`config.mk`:
```
export PLATFORM = sky130hd
export DESIGN_NAME = square_tone_gen
export DESIGN_NICKNAME = d
export VERILOG_FILES = /design/src/rtl/tone_gen_pkg.sv /design/src/rtl/tone_phase_counter.sv /design/src/rtl/square_tone_gen.sv
export SDC_FILE = /design/constraint.sdc
export NUM_CORES = 1
export LEC_CHECK = 0
export ABC_AREA = 1
export ABC_CLOCK_PERIOD_IN_PS = 2790
export BUFFER_PORTS_ARGS = -buffer_cell sky130_fd_sc_hd__buf_2
export CAP_MARGIN = 20
export CORE_ASPECT_RATIO = 1.25
export CORE_MARGIN = 5
export CORE_UTILIZATION = 50
export CTS_BUF_LIST = sky130_fd_sc_hd__clkbuf_8
export DETAILED_ROUTE_END_ITERATION = 16
export PLACE_DENSITY = 0.79
export SKIP_LAST_GASP = 1
export SYNTH_ARGS = -nofsm -noshare
export SYNTH_HDL_FRONTEND = slang
export SYNTH_SLANG_ARGS = --single-unit
```
`constraint.sdc`:
```
create_clock -name CLK -period 2.79 [get_ports CLK]
set_clock_uncertainty 0.2 [all_clocks]
set_input_delay 0.558 -clock CLK [delete_from_list [all_inputs] [get_ports CLK]]
set_output_delay 0.558 -clock CLK [all_outputs]
set_load 0.03 [all_outputs]
```
`src/rtl/tone_gen_pkg.sv`:
```
// Shared definitions for the square/triangle tone generator: default
// parameter values, the mode encoding and the polarity type.
package tone_gen_pkg;

  localparam int SAMPLE_W_DEFAULT = 16;
  localparam int PERIOD_W_DEFAULT = 20;

  typedef enum logic {
    MODE_SQUARE   = 1'b0,
    MODE_TRIANGLE = 1'b1
  } mode_e;

  typedef enum logic {
    POL_LOW  = 1'b0,
    POL_HIGH = 1'b1
  } polarity_e;

endpackage

```
`src/rtl/tone_phase_counter.sv`:
```
// Half-period counter and polarity tracker for the tone generator.
// Advances only on 'advance'. 'polarity' is the value the next sample uses.
// 'cycle_start' flags the first sample of a new period, i.e. the first high
// sample after a low stretch.
module tone_phase_counter
  import tone_gen_pkg::*;
#(
  parameter int PERIOD_W = PERIOD_W_DEFAULT
) (
  input  logic                clk,
  input  logic                rst,
  input  logic                en,
  input  logic                advance,
  input  logic [PERIOD_W-1:0] half_period,
  output polarity_e           polarity,
  output logic                cycle_start
);

  logic [PERIOD_W-1:0] cnt_q, cnt_nxt;
  polarity_e           pol_q, pol_nxt;
  polarity_e           prev_q, prev_nxt;
  logic [PERIOD_W:0]   cnt_inc;
  logic                wrap;

  // cnt+1 >= half_period is cnt >= half_period-1 without the underflow at
  // zero, so half_period of 0 or 1 wraps on every request.
  assign cnt_inc = {1'b0, cnt_q} + (PERIOD_W+1)'(1);
  assign wrap    = (cnt_inc >= {1'b0, half_period});

  // Next-state logic for counter, polarity and the previous-sample polarity.
  always_comb begin
    // NOTE: every variable gets a default first so no path leaves it unassigned and infers a latch.
    cnt_nxt  = cnt_q;
    pol_nxt  = pol_q;
    prev_nxt = prev_q;
    if (!en) begin
      cnt_nxt  = '0;
      pol_nxt  = POL_HIGH;
      prev_nxt = POL_HIGH;
    end else if (advance) begin
      prev_nxt = pol_q;
      if (wrap) begin
        cnt_nxt = '0;
        pol_nxt = (pol_q == POL_HIGH) ? POL_LOW : POL_HIGH;
      end else begin
        cnt_nxt = cnt_inc[PERIOD_W-1:0];
      end
    end
  end

  // State register with synchronous reset to the start of a high half-period.
  always_ff @(posedge clk) begin
    // NOTE: sequential state uses non-blocking assignments so all registers update together at the edge.
    if (rst) begin
      cnt_q  <= '0;
      pol_q  <= POL_HIGH;
      prev_q <= POL_HIGH;
    end else begin
      cnt_q  <= cnt_nxt;
      pol_q  <= pol_nxt;
      prev_q <= prev_nxt;
    end
  end

  assign polarity    = pol_q;
  assign cycle_start = en && (pol_q == POL_HIGH) && (prev_q == POL_LOW);

endmodule

```
`src/rtl/square_tone_gen.sv`:
```
// Stereo square-wave tone generator feeding an I2S serializer.
// One packed {left, right} sample is produced one cycle after each
// sample_req. Optional triangle mode is built only when TONE_TRIANGLE_EN is
// defined; otherwise mode and tri_step are ignored.
module square_tone_gen
  import tone_gen_pkg::*;
#(
  parameter int SAMPLE_W = SAMPLE_W_DEFAULT,
  parameter int PERIOD_W = PERIOD_W_DEFAULT
) (
  input  logic                  CLK,
  input  logic                  RST,
  input  logic                  en,
  input  logic                  sample_req,
  input  logic [PERIOD_W-1:0]   half_period,
  input  logic [SAMPLE_W-1:0]   amp_l,
  input  logic [SAMPLE_W-1:0]   amp_r,
  input  logic                  phase_inv,
  input  logic                  mode,
  input  logic [SAMPLE_W-1:0]   tri_step,
  output logic [2*SAMPLE_W-1:0] data,
  output logic                  data_valid,
  output logic                  cycle_done
);

  localparam logic [SAMPLE_W-1:0] MAG_MAX = {1'b0, {(SAMPLE_W-1){1'b1}}};

  polarity_e           polarity;
  logic                cycle_start;
  logic [SAMPLE_W-1:0] mag_l, mag_r;
  logic [SAMPLE_W-1:0] sq_l, sq_r;
  logic [SAMPLE_W-1:0] sample_l, sample_r;
  logic                right_high;

  tone_phase_counter #(
    .PERIOD_W (PERIOD_W)
  ) u_phase (
    .clk         (CLK),
    .rst         (RST),
    .en          (en),
    .advance     (sample_req),
    .half_period (half_period),
    .polarity    (polarity),
    .cycle_start (cycle_start)
  );

  // Magnitudes are unsigned; clamp to the largest positive signed sample.
  assign mag_l = (amp_l > MAG_MAX) ? MAG_MAX : amp_l;
  assign mag_r = (amp_r > MAG_MAX) ? MAG_MAX : amp_r;

  assign right_high = (polarity == POL_HIGH) ^ phase_inv;
  assign sq_l       = (polarity == POL_HIGH) ? mag_l : -mag_l;
  assign sq_r       = right_high ? mag_r : -mag_r;

`ifdef TONE_TRIANGLE_EN
  logic signed [SAMPLE_W+1:0] level_q, level_step, bound, step, sum;
  logic                       dir_up_q, dir_up_step;
  logic [SAMPLE_W-1:0]        tri_l, tri_r;
  logic                       tri_active;

  assign bound      = signed'({2'b00, mag_l});
  assign step       = signed'({2'b00, tri_step});
  assign tri_active = en && (mode == MODE_TRIANGLE);

  // Triangle level after one step, saturating at +/-bound and turning there.
  always_comb begin
    level_step  = level_q;
    dir_up_step = dir_up_q;
    sum         = dir_up_q ? (level_q + step) : (level_q - step);
    if (dir_up_q) begin
      if (sum >= bound) begin
        level_step  = bound;
        dir_up_step = 1'b0;
      end else begin
        level_step = sum;
      end
    end else begin
      if (sum <= -bound) begin
        level_step  = -bound;
        dir_up_step = 1'b1;
      end else begin
        level_step = sum;
      end
    end
  end

  // Triangle state: restarts at 0 going up while disabled, steps per request.
  always_ff @(posedge CLK) begin
    if (RST || !en) begin
      level_q  <= '0;
      dir_up_q <= 1'b1;
    end else if (sample_req && tri_active) begin
      level_q  <= level_step;
      dir_up_q <= dir_up_step;
    end
  end

  assign tri_l = level_step[SAMPLE_W-1:0];
  assign tri_r = phase_inv ? -tri_l : tri_l;
`else
  logic unused_tri_inputs;
  assign unused_tri_inputs = ^{mode, tri_step};
`endif

  // Select the sample for the next output word; silence while disabled.
  always_comb begin
    sample_l = sq_l;
    sample_r = sq_r;
`ifdef TONE_TRIANGLE_EN
    if (mode == MODE_TRIANGLE) begin
      sample_l = tri_l;
      sample_r = tri_r;
    end
`endif
    if (!en) begin
      sample_l = '0;
      sample_r = '0;
    end
  end

  // Output register: one word and one valid pulse per request, RST wins.
  always_ff @(posedge CLK) begin
    // NOTE: only the small output/state registers are reset; there is no storage array to clear.
    if (RST) begin
      data       <= '0;
      data_valid <= 1'b0;
      cycle_done <= 1'b0;
    end else begin
      data_valid <= sample_req;
      cycle_done <= sample_req & cycle_start;
      if (sample_req) begin
        data <= {sample_l, sample_r};
      end
    end
  end

endmodule
```
==> metrics.cfg <==
[run_status]
outcome = finished, violations left
violations = setup timing

[global_route]
grt_max_degree = 46
grt_pass1_vias = 4242
grt_overflow_total = 0
grt_pass1_wl_um = 17600
antenna_found_initial = 0
track_usage = 0.2007

[cts]
tritoncts = done
cts.sinks = 56
hold_buffers = 0
insertion_delay_ns = 0.31
clkTransAtPathRegs_ns = 0.11
cts-root-buf = clkbuf_8
numCtsBuffers = 5
cts_max_level = 2
clock_path_buffers = 2

[timing]
tightest_slew_ns = 0.8545
slew_viol_final = 0
setup_ws_ns = -0.06336
post-route-min-period_ns = 2.853
fin_crit_sh = 1.023
holdWs_ns = 0.2321
relSlewSlack = 0.4297
rsz0062_at_grt = yes
setup_viol = 19
hold_viol_final = 0
max_freq_ghz = 0.3505

[critical_path]
path_class = flop to flop
r2r_end = u_phase.cnt_q[8]
required_ns = 2.74
cp_max_fo = 6
r2r_cells = 16
r2r_slack_ns = -0.06
r2r_start = u_phase.cnt_q[1]
cp-start-kind = flop
cp.arrival_ns = 2.80
endpoint_kind = flop

[cells_and_area]
multi_input_comb_area_sq_um = 2808
area_growth_syn_to_layout_pct = 28.51
fillers = 667
regArea_sq_um = 1135
diodes = 0
nets = 837
drive_gt1_frac = 0.3050
postLayoutCellArea_sq_um = 5240
instances_no_fill = 836
final_common_cell = nand2_1
layout_common_cells = nand2_1 (150), buf_2 (90), inv_1 (81), nor2_1 (67), a21oi_1 (50)

[yosys]
synth.distinct_cells = 37
synthCells = 638
ys_warn_count = 0
syn_avg_cell_area_sq_um = 6.391
synthesis.nets = 735
seq_area_frac_synth = 0.2749
ys_ff_latch = 56
netlist_area_sq_um = 4078

[routing]
drt-initial-drc-count = 158
via_per_inst = 5.374
ant_nets = 0
drc_errors = 0
wirelength_um = 11000
route.detailed.wl_per_inst_um = 13.16
vias = 4493
drt_pass1_iterations = 4

[die]
chipWidth_um = 90.77
fp-row-count = 36
start_util = 0.5173
io_pins = 108
dieArea_sq_um = 10070
die_y_um = 111.0
core_area_sq_um = 7883

[min_path]
hp-class = flop to flop
whs_path_depth = 1
hp-start = u_phase.prev_q
min_to = cycle_done

[place]
placed_cells = 818
gp_congestion = 0.8992
dpl-instance-area_sq_um = 4641
dpl.hpwl_um = 7876
post-place-ws_ns = -0.1512
io_buffers = 90

[power]
total_power_mw = 1.616
power.density_nw_per_um2 = 308.4
leakagePower_nw = 2.517
ir_drop_mv = 0.2662

[job]
cap_violations = 0

## area by class of cell
cell class	count	area share
multi-input combinational	471	0.5358
sequential	56	0.2166
timing repair buffer	120	0.1459
inverter	86	0.06160
tap	95	0.02268
clock buffer	5	0.01313
clock inverter	3	0.004298
## per-stage QoR
step           setup TNS (ns)    util
2_1_floorplan               0       -
3_3_place_gp          -0.6997  0.5887
3_5_place_dp           -2.859  0.5887
4_1_cts             -0.003044  0.6190
5_1_grt                -3.481  0.6648
6_report              -0.6591  0.6648
## power breakdown
part,switching (mW),total (mW),internal (mW)
clock network,0.283,0.464,0.181
logic,0.205,0.318,0.113
registers,0.0117,0.834,0.822
## synthesized netlist by cell type, drive strengths merged
cell type / count / share of area
a21oi: 68 / 0.088
nand4: 7 / 0.011
o21bai: 4 / 0.0074
nand3b: 4 / 0.0074
a21o: 5 / 0.0095
o21ai: 32 / 0.043
o211ai: 3 / 0.0055
clkbuf: 14 / 0.020
nor3: 8 / 0.014
xor2: 10 / 0.021
ha: 23 / 0.071
nand2: 160 / 0.15
nor3b: 1 / 0.0018
a31oi: 1 / 0.0015
clkinv: 1 / 0.00092
nor2: 79 / 0.083
nand3: 56 / 0.071
dfxtp: 56 / 0.27
xnor2: 4 / 0.0086
buf: 11 / 0.024
or2: 6 / 0.0092
inv: 85 / 0.078
## state kept, by name (all words and copies together) (netlist names)
signal            count
u_phase.cnt_q        20
data_valid            1
cycle_done            1
u_phase.prev_q        1
data                 32
u_phase.polarity      1
## cell families after synthesis
logic type | count (synthesis) | synth area share
xor gates and xnor gates | 14 | 0.03007
and+or+nand+nor | 321 | 0.3458
DFF | 56 | 0.2749
adders and majority gates | 23 | 0.07057
AOI/OAI and AO/OA | 113 | 0.1550
buffers and inverters | 111 | 0.1237
## critical path: stages (launching register included)
cell and delay, ns:
dfxtp_2 0.37, buf_4 0.12, inv_2 0.05, nor3_4 0.23, nand3_2 0.15, xor2_2 0.19, inv_1 0.07, ha_1 0.32
nand2_4 0.07, nor3b_2 0.19, nand4_1 0.13, nand3_2 0.11, nand2_4 0.08, buf_12 0.14, buf_16 0.13, nand3_2 0.06
a21oi_1 0.08
## layer usage
metal | global-route usage | wire length (um) | vias up
met5 | 0 | 0 | -
met1 | 0.2211 | 4167 | 2090
met3 | 0.04005 | 669 | 26
li1 | - | - | 2240
met4 | 0.05969 | 239 | 0
met2 | 0.3805 | 5925 | 137
## repair_timing
| action | in CTS | in global routing |
|---|---|---|
| setup buffers | 5 | 4 |
| pin swaps | 5 | 30 |
| gates resized for setup | 17 | 71 |
| endpoints found under the setup margin | 21 | 21 |
| cloned | 1 | 0 |
## how the worst max path moves through the flow
stage                     cells after the start  slack, ns          endpoint              from
after CTS                                    17     -0.003  u_phase.cnt_q[3]  u_phase.cnt_q[0]
after global routing                         18      -0.20  u_phase.cnt_q[8]  u_phase.cnt_q[1]
after global placement                       15      -0.05  u_phase.cnt_q[2]  u_phase.cnt_q[0]
final                                        16      -0.06  u_phase.cnt_q[8]  u_phase.cnt_q[1]
after detailed placement                     16      -0.15  u_phase.cnt_q[3]  u_phase.cnt_q[0]
after floorplan                              15       0.17  u_phase.cnt_q[1]  u_phase.cnt_q[0]
Power figures use the tool's default switching activity.
